<file path="src/rtl/rom_arb_pkg.sv">
// Shared widths, FSM state type and helpers for the two-requester ROM burst arbiter.
package rom_arb_pkg;
  localparam int ADDR_W = 12;
  localparam int RGB_W  = 12;
  localparam int LEN_W  = 6;
  localparam int N_REQ  = 2;
  localparam int ID_W   = 1;

  typedef enum logic {
    IDLE  = 1'b0,
    BURST = 1'b1
  } state_e;

  function automatic logic [N_REQ-1:0] id_to_onehot(input logic [ID_W-1:0] id);
    logic [N_REQ-1:0] oh;
    oh     = '0;
    oh[id] = 1'b1;
    return oh;
  endfunction
endpackage

</file>
<file path="src/rtl/rom_rsp_pipe.sv">
// Response tag delay line (valid, owner id, last) matching the ROM read latency.
module rom_rsp_pipe
  import rom_arb_pkg::*;
#(
  parameter int DEPTH = 2
) (
  input  logic            clk,
  input  logic            rst,
  input  logic            in_valid,
  input  logic [ID_W-1:0] in_id,
  input  logic            in_last,
  output logic            out_valid,
  output logic [ID_W-1:0] out_id,
  output logic            out_last,
  output logic            any_valid
);

  logic [DEPTH-1:0]           valid_q, valid_d;
  logic [DEPTH-1:0]           last_q, last_d;
  logic [DEPTH-1:0][ID_W-1:0] id_q, id_d;

  // DEPTH is at least 2 because the ROM latency is at least 1.
  always_comb begin
    valid_d = {valid_q[DEPTH-2:0], in_valid};
    last_d  = {last_q[DEPTH-2:0], in_last};
    id_d    = {id_q[DEPTH-2:0], in_id};
  end

  always_ff @(posedge clk or posedge rst) begin
    if (rst) begin
      valid_q <= '0;
      last_q  <= '0;
      id_q    <= '0;
    end else begin
      valid_q <= valid_d;
      last_q  <= last_d;
      id_q    <= id_d;
    end
  end

  assign out_valid = valid_q[DEPTH-1];
  assign out_id    = id_q[DEPTH-1];
  assign out_last  = last_q[DEPTH-1];
  assign any_valid = |valid_q;

endmodule

</file>
<file path="src/rtl/rom_burst_arbiter.sv">
// Round-robin arbiter issuing address bursts to a shared image ROM and routing pixels back.
module rom_burst_arbiter
  import rom_arb_pkg::*;
#(
  parameter int ROM_LAT = 1
) (
  input  logic                          clk,
  input  logic                          rst,
  input  logic [N_REQ-1:0]              req_valid,
  input  logic [N_REQ-1:0][ADDR_W-1:0]  req_addr,
  input  logic [N_REQ-1:0][LEN_W-1:0]   req_len,
  output logic [N_REQ-1:0]              req_ready,
  output logic [ADDR_W-1:0]             rom_address,
  input  logic [RGB_W-1:0]              rom_rgb,
  output logic [N_REQ-1:0]              rsp_valid,
  output logic [RGB_W-1:0]              rsp_rgb,
  output logic                          rsp_last,
  output logic                          busy
);

  state_e             state_q, state_d;
  logic [ADDR_W-1:0]  addr_q, addr_d;
  logic [LEN_W-1:0]   cnt_q, cnt_d;
  logic [ID_W-1:0]    owner_q, owner_d;
  logic [ID_W-1:0]    last_grant_q, last_grant_d;
  logic [N_REQ-1:0]   rsp_valid_q, rsp_valid_d;
  logic [RGB_W-1:0]   rsp_rgb_q, rsp_rgb_d;
  logic               rsp_last_q, rsp_last_d;

  logic [ID_W-1:0]    pick;
  logic               iss_valid;
  logic [ID_W-1:0]    iss_id;
  logic               iss_last;
  logic               pipe_valid;
  logic [ID_W-1:0]    pipe_id;
  logic               pipe_last;
  logic               pipe_any;

  always_comb begin
    state_d      = state_q;
    addr_d       = addr_q;
    cnt_d        = cnt_q;
    owner_d      = owner_q;
    last_grant_d = last_grant_q;
    req_ready    = '0;
    iss_valid    = 1'b0;
    iss_id       = owner_q;
    iss_last     = 1'b0;
    // On contention the requester not served last wins.
    if (req_valid == '1) begin
      pick = ~last_grant_q;
    end else begin
      pick = req_valid[1] ? 1'b1 : 1'b0;
    end

    case (state_q)
      IDLE: begin
        if (req_valid != '0) begin
          req_ready    = id_to_onehot(pick);
          state_d      = BURST;
          addr_d       = req_addr[pick];
          cnt_d        = req_len[pick];
          owner_d      = pick;
          last_grant_d = pick;
          iss_valid    = 1'b1;
          iss_id       = pick;
          iss_last     = (req_len[pick] == '0);
        end
      end
      BURST: begin
        if (cnt_q == '0) begin
          state_d = IDLE;
        end else begin
          addr_d    = addr_q + ADDR_W'(1);
          cnt_d     = cnt_q - LEN_W'(1);
          iss_valid = 1'b1;
          iss_last  = (cnt_q == LEN_W'(1));
        end
      end
      default: state_d = IDLE;
    endcase
  end

  rom_rsp_pipe #(
    .DEPTH(ROM_LAT + 1)
  ) u_rsp_pipe (
    .clk      (clk),
    .rst      (rst),
    .in_valid (iss_valid),
    .in_id    (iss_id),
    .in_last  (iss_last),
    .out_valid(pipe_valid),
    .out_id   (pipe_id),
    .out_last (pipe_last),
    .any_valid(pipe_any)
  );

  always_comb begin
    rsp_valid_d = pipe_valid ? id_to_onehot(pipe_id) : '0;
    rsp_rgb_d   = pipe_valid ? rom_rgb : rsp_rgb_q;
    rsp_last_d  = pipe_valid & pipe_last;
  end

  // Requester 0 must win the first contention, so reset marks requester 1 as last served.
  always_ff @(posedge clk or posedge rst) begin
    if (rst) begin
      state_q      <= IDLE;
      addr_q       <= '0;
      cnt_q        <= '0;
      owner_q      <= '0;
      last_grant_q <= 1'b1;
      rsp_valid_q  <= '0;
      rsp_rgb_q    <= '0;
      rsp_last_q   <= 1'b0;
    end else begin
      state_q      <= state_d;
      addr_q       <= addr_d;
      cnt_q        <= cnt_d;
      owner_q      <= owner_d;
      last_grant_q <= last_grant_d;
      rsp_valid_q  <= rsp_valid_d;
      rsp_rgb_q    <= rsp_rgb_d;
      rsp_last_q   <= rsp_last_d;
    end
  end

  assign rom_address = addr_q;
  assign rsp_valid   = rsp_valid_q;
  assign rsp_rgb     = rsp_rgb_q;
  assign rsp_last    = rsp_last_q;
  assign busy        = (state_q == BURST) | pipe_any;

endmodule

</file>
<file path="config.mk">
export PLATFORM = sky130hd
export DESIGN_NAME = rom_burst_arbiter
export DESIGN_NICKNAME = d
export VERILOG_FILES = /design/src/rtl/rom_arb_pkg.sv /design/src/rtl/rom_rsp_pipe.sv /design/src/rtl/rom_burst_arbiter.sv
export SDC_FILE = /design/constraint.sdc
export NUM_CORES = 1
export LEC_CHECK = 0
export ABC_AREA = 0
export CAP_MARGIN = 30
export CELL_PAD_IN_SITES_DETAIL_PLACEMENT = 0
export CELL_PAD_IN_SITES_GLOBAL_PLACEMENT = 1
export CORE_UTILIZATION = 30
export CTS_CLUSTER_SIZE = 14
export DETAILED_ROUTE_END_ITERATION = 6
export GPL_ROUTABILITY_DRIVEN = 0
export HOLD_SLACK_MARGIN = 0.06
export PLACE_DENSITY = 0.76
export SETUP_SLACK_MARGIN = 0.3
export SYNTH_ARGS = -nofsm -noshare
export SYNTH_HDL_FRONTEND = slang
export SYNTH_SLANG_ARGS = --single-unit
export TNS_END_PERCENT = 30
</file>
<file path="constraint.sdc">
create_clock -name clk -period 1.5 [get_ports clk]
set_clock_uncertainty 0.05 [all_clocks]
set_input_delay 0.15 -clock clk [delete_from_list [all_inputs] [get_ports clk]]
set_output_delay 0.15 -clock clk [all_outputs]
set_load 0.01 [all_outputs]
</file>
==> results by group <==
Setup path
  – Worst setup SP type: flip-flop
  – Worst setup EP type: flip-flop
  – Reg2reg path depth: 6
  – Worst R2R Setup Slack: -0.11 ns
  – Worst path arrival time: 1.75 ns
  – Worst path required time: 1.64 ns
  – Crit path kind: flip-flop to flip-flop
  – Crit-path cells: a21boi_4 > buf_6 > buf_12 > mux2_4 > a22oi_2 > o2bb2ai_2
  – Critical-path top delay cell: dfstp_2
  – FF-to-FF End: rom_address[11]
  – Crit path max fanout: 8
  – CP peak stage delay: 0.56 ns
  – Reg2reg start: last_grant_q

CTS
  – Insertion delay to the later sink of the worst-skew pair: 0.30 ns
  – CTS tree: built
  – Inserted Clock Buffers: 5
  – Clock Pin Slew Worst Setup and Hold Paths: 0.08 ns
  – H-Tree Depth: 2
  – Clk sinks: 40
  – Clk buf depth: 2
  – Root buffer cell: clkbuf_8

Logic synthesis
  – Ys async rst share: 1.00
  – Synthesized cell area: 2180 µm²
  – Yosys cell types: 51
  – Syn_nets: 262
  – Register area share after synthesis: 0.459
  – Predominant post-synthesis flop cell: dfrtp_1
  – Mean area per synthesized cell: 10.6 µm²
  – Synth warn: 0
  – Synth Register Bits: 40
  – Post-synth EDFFs: 0
  – Post-Synthesis Cells: 206

Cells and area
  – Share of layout cells above drive strength 1: 0.372
  – # fillers: 649
  – Final core utilization: 0.540
  – Non-Filler Instances: 429
  – Ant diodes: 0
  – Nets: 388
  – Syn-to-layout area delta: 70.7%

Detailed routing
  – Initial drt markers: 37
  – Detailed-route DRC error count: 0
  – Final antenna-violating net count: 0
  – Vias per cell: 4.86
  – Routed len/inst: 14.9 µm
  – Detailed Route WL: 6.41 mm
  – Total vias in the final route: 2,086
  – TritonRoute pass-1 iters: 4

Global route
  – Initial antenna violation count: 0
  – Grt ovf: 0
  – Largest net degree at the start of global routing: 26
  – Vias in the first global route: 2,202
  – First-pass GRT wire length: 10.5 mm
  – Overall routing resource usage: 0.180

Floorplan
  – Starting Density: 0.316
  – Full die area: 7630 µm²
  – Die height: 87.3 µm
  – I/O pin count: 82
  – Width of the die: 87.3 µm
  – Row count: 30
  – Core area: 6910 µm²

Timing
  – Setup TNS: -0.970 ns
  – Max frequency: 622 MHz
  – Rel. slew slack: 0.680
  – RSZ-0062 raised after global routing: true
  – Final setup fails: 19
  – Tcrit/Tclk final: 1.07
  – Tmin final: 1.61 ns
  – Final WS setup: -0.107 ns
  – Least-Margin Pin Slew: 0.475 ns
  – Pins Over Slew Limit: 0
  – Fin. Hold Viols: 0

Placement
  – Placed Instances: 412
  – DP HPWL: 4.63 mm
  – Port buffer count: 81
  – Pre-CTS WS: -0.426 ns

Job
  – Max-cap violations: 0

Hold path
  – Min-delay worst type: input pin to asynchronous set/reset pin

Outcome
  – Failing checks: setup timing
  – Status: finished, violations left

Power
  – PnR Total Power: 5.11 mW
  – Worst IR drop on VDD: 0.590 mV
  – Power density cells: 1370 nW/µm²
  – P_leak: 1.61 nW
[per-layer routing]
metal | track usage | routed length [µm]
met5 | 0 | 0
met4 | 0.0507 | 73
met3 | 0.0332 | 263
met2 | 0.305 | 3140
met1 | 0.234 | 2930
[layout make-up]
type / count / area, µm² / area share
Timing Repair Buffer: 130 / 1260 / 0.338
Multi-Input combinational cell: 146 / 1210 / 0.324
Sequential cell: 40 / 1010 / 0.270
Tap cell: 96 / 120 / 0.0322
Clock buffer: 6 / 72.6 / 0.0195
Inverter: 8 / 37.5 / 0.0101
Clock inverter: 2 / 12.5 / 0.00336
Timing Repair inverter: 1 / 8.76 / 0.00235
[state kept, by name (all words and copies together), names as in the netlist]
| signal | flops |
|---|---|
| u_rsp_pipe.id_d | 1 |
| u_rsp_pipe.valid_q | 2 |
| last_grant_q | 1 |
| rsp_last | 1 |
| rsp_rgb | 12 |
| cnt_q | 6 |
| rom_address | 12 |
| u_rsp_pipe.last_q | 2 |
| u_rsp_pipe.out_id | 1 |
| rsp_valid | 2 |
[Yosys cell counts, types with 2 or more instances]
| cell | instances | area share |
|---|---|---|
| and4_1 | 2 | 0.0080 |
| clkbuf_1 | 4 | 0.0069 |
| a21oi_2 | 2 | 0.0080 |
| o21ai_0 | 10 | 0.023 |
| dfrtp_1 | 39 | 0.45 |
| nand3_1 | 6 | 0.014 |
| a211oi_1 | 2 | 0.0069 |
| a22o_1 | 2 | 0.0080 |
| nor3_1 | 5 | 0.011 |
| a21oi_1 | 9 | 0.021 |
| mux2_2 | 17 | 0.088 |
| nor2b_1 | 3 | 0.0086 |
| o31ai_1 | 2 | 0.0069 |
| mux2i_1 | 6 | 0.027 |
| or2_2 | 2 | 0.0057 |
| nand2_1 | 15 | 0.026 |
| nor4_1 | 4 | 0.011 |
| a21o_1 | 4 | 0.014 |
| buf_6 | 3 | 0.015 |
| o22ai_1 | 6 | 0.017 |
| nor2_1 | 8 | 0.014 |
| a31oi_1 | 3 | 0.0086 |
| a221oi_1 | 2 | 0.0080 |
| inv_1 | 7 | 0.012 |
| mux2_1 | 4 | 0.021 |
| ha_1 | 4 | 0.023 |
| o21ai_1 | 6 | 0.014 |
| nor3_2 | 2 | 0.0092 |
| buf_2 | 2 | 0.0046 |
| o211ai_1 | 2 | 0.0069 |
| and2_1 | 3 | 0.0086 |
[layout by cell type, fill, tap and decap left out, types with 3 or more instances in the layout]
cell type and instances:
o21ai_1 10, a21oi_1 9, nor2_1 5, buf_2 4, dfrtp_1 36, clkdlybuf4s50_1 50, clkbuf_8 5, o21ai_0 3
buf_12 4, mux2_2 15, buf_6 14, a31oi_1 3, mux2_1 3, buf_4 32, dfrtp_2 3, mux2_4 3
nand3_1 5, dlygate4sd2_1 14, nor2b_1 3, mux2i_1 6, nand2_1 14, and2_1 3, a21o_1 4, inv_1 5
clkdlybuf4s15_1 7, o21ai_2 3, nor3_1 3, o22ai_1 4
[power breakdown]
group          switching [mW]  internal (mW)  leakage [nW]  total, mW
clock                   0.375          0.325        0.0412      0.700
combinational            1.18           1.45          1.10       2.64
sequential              0.322           1.46         0.467       1.78
total                    1.88           3.23          1.61       5.11
[worst max-delay path: cells and delay by family (launching register included)]
kind,cells,cell delay (ns)
DFF,1,0.56
AOI/OAI and AO/OA,3,0.32
muxes,1,0.30
buffers and inverters,2,0.28
[worst max path at each step]
| stage | startpoint | to | slack, ns | cells after the start |
|---|---|---|---|---|
| floorplan | last_grant_q | rom_address[7] | 0.04 | 5 |
| finish | last_grant_q | rom_address[11] | -0.11 | 6 |
| global route | last_grant_q | rom_address[11] | -0.16 | 6 |
| detailed placement | req_valid[0] | cnt_q[5] | -0.43 | 7 |
| global placement | req_valid[0] | cnt_q[5] | -0.37 | 7 |
| CTS | last_grant_q | rom_address[11] | -0.11 | 6 |
[per-stage QoR]
step	area [µm²]	hold WS (ns)
floorplan	2220	0.252
global placement	3410	0.285
detailed placement	3410	0.289
CTS	3660	0.0612
global route	3730	0.0787
finish	3730	0.0559
[cells by family after synthesis]
family	after synthesis	synth area share
simple gates	57	0.139
compound gates	56	0.173
flops	40	0.459
mux	27	0.136
buf+inv	20	0.0624
fa+ha+maj	4	0.0229
xor+xnor	2	0.00802
[what timing repair did]
item / in CTS / in global routing
hold buffers: 1 / 0
endpoints found under the hold margin: 1 / 0
gates cloned: 2 / 0
pin swaps: 17 / 9
endpoints found under the setup margin: 52 / 34
setup buffers: 5 / 1
resized for setup: 100 / 18
No activity file was read; power rests on OpenSTA's default activity.
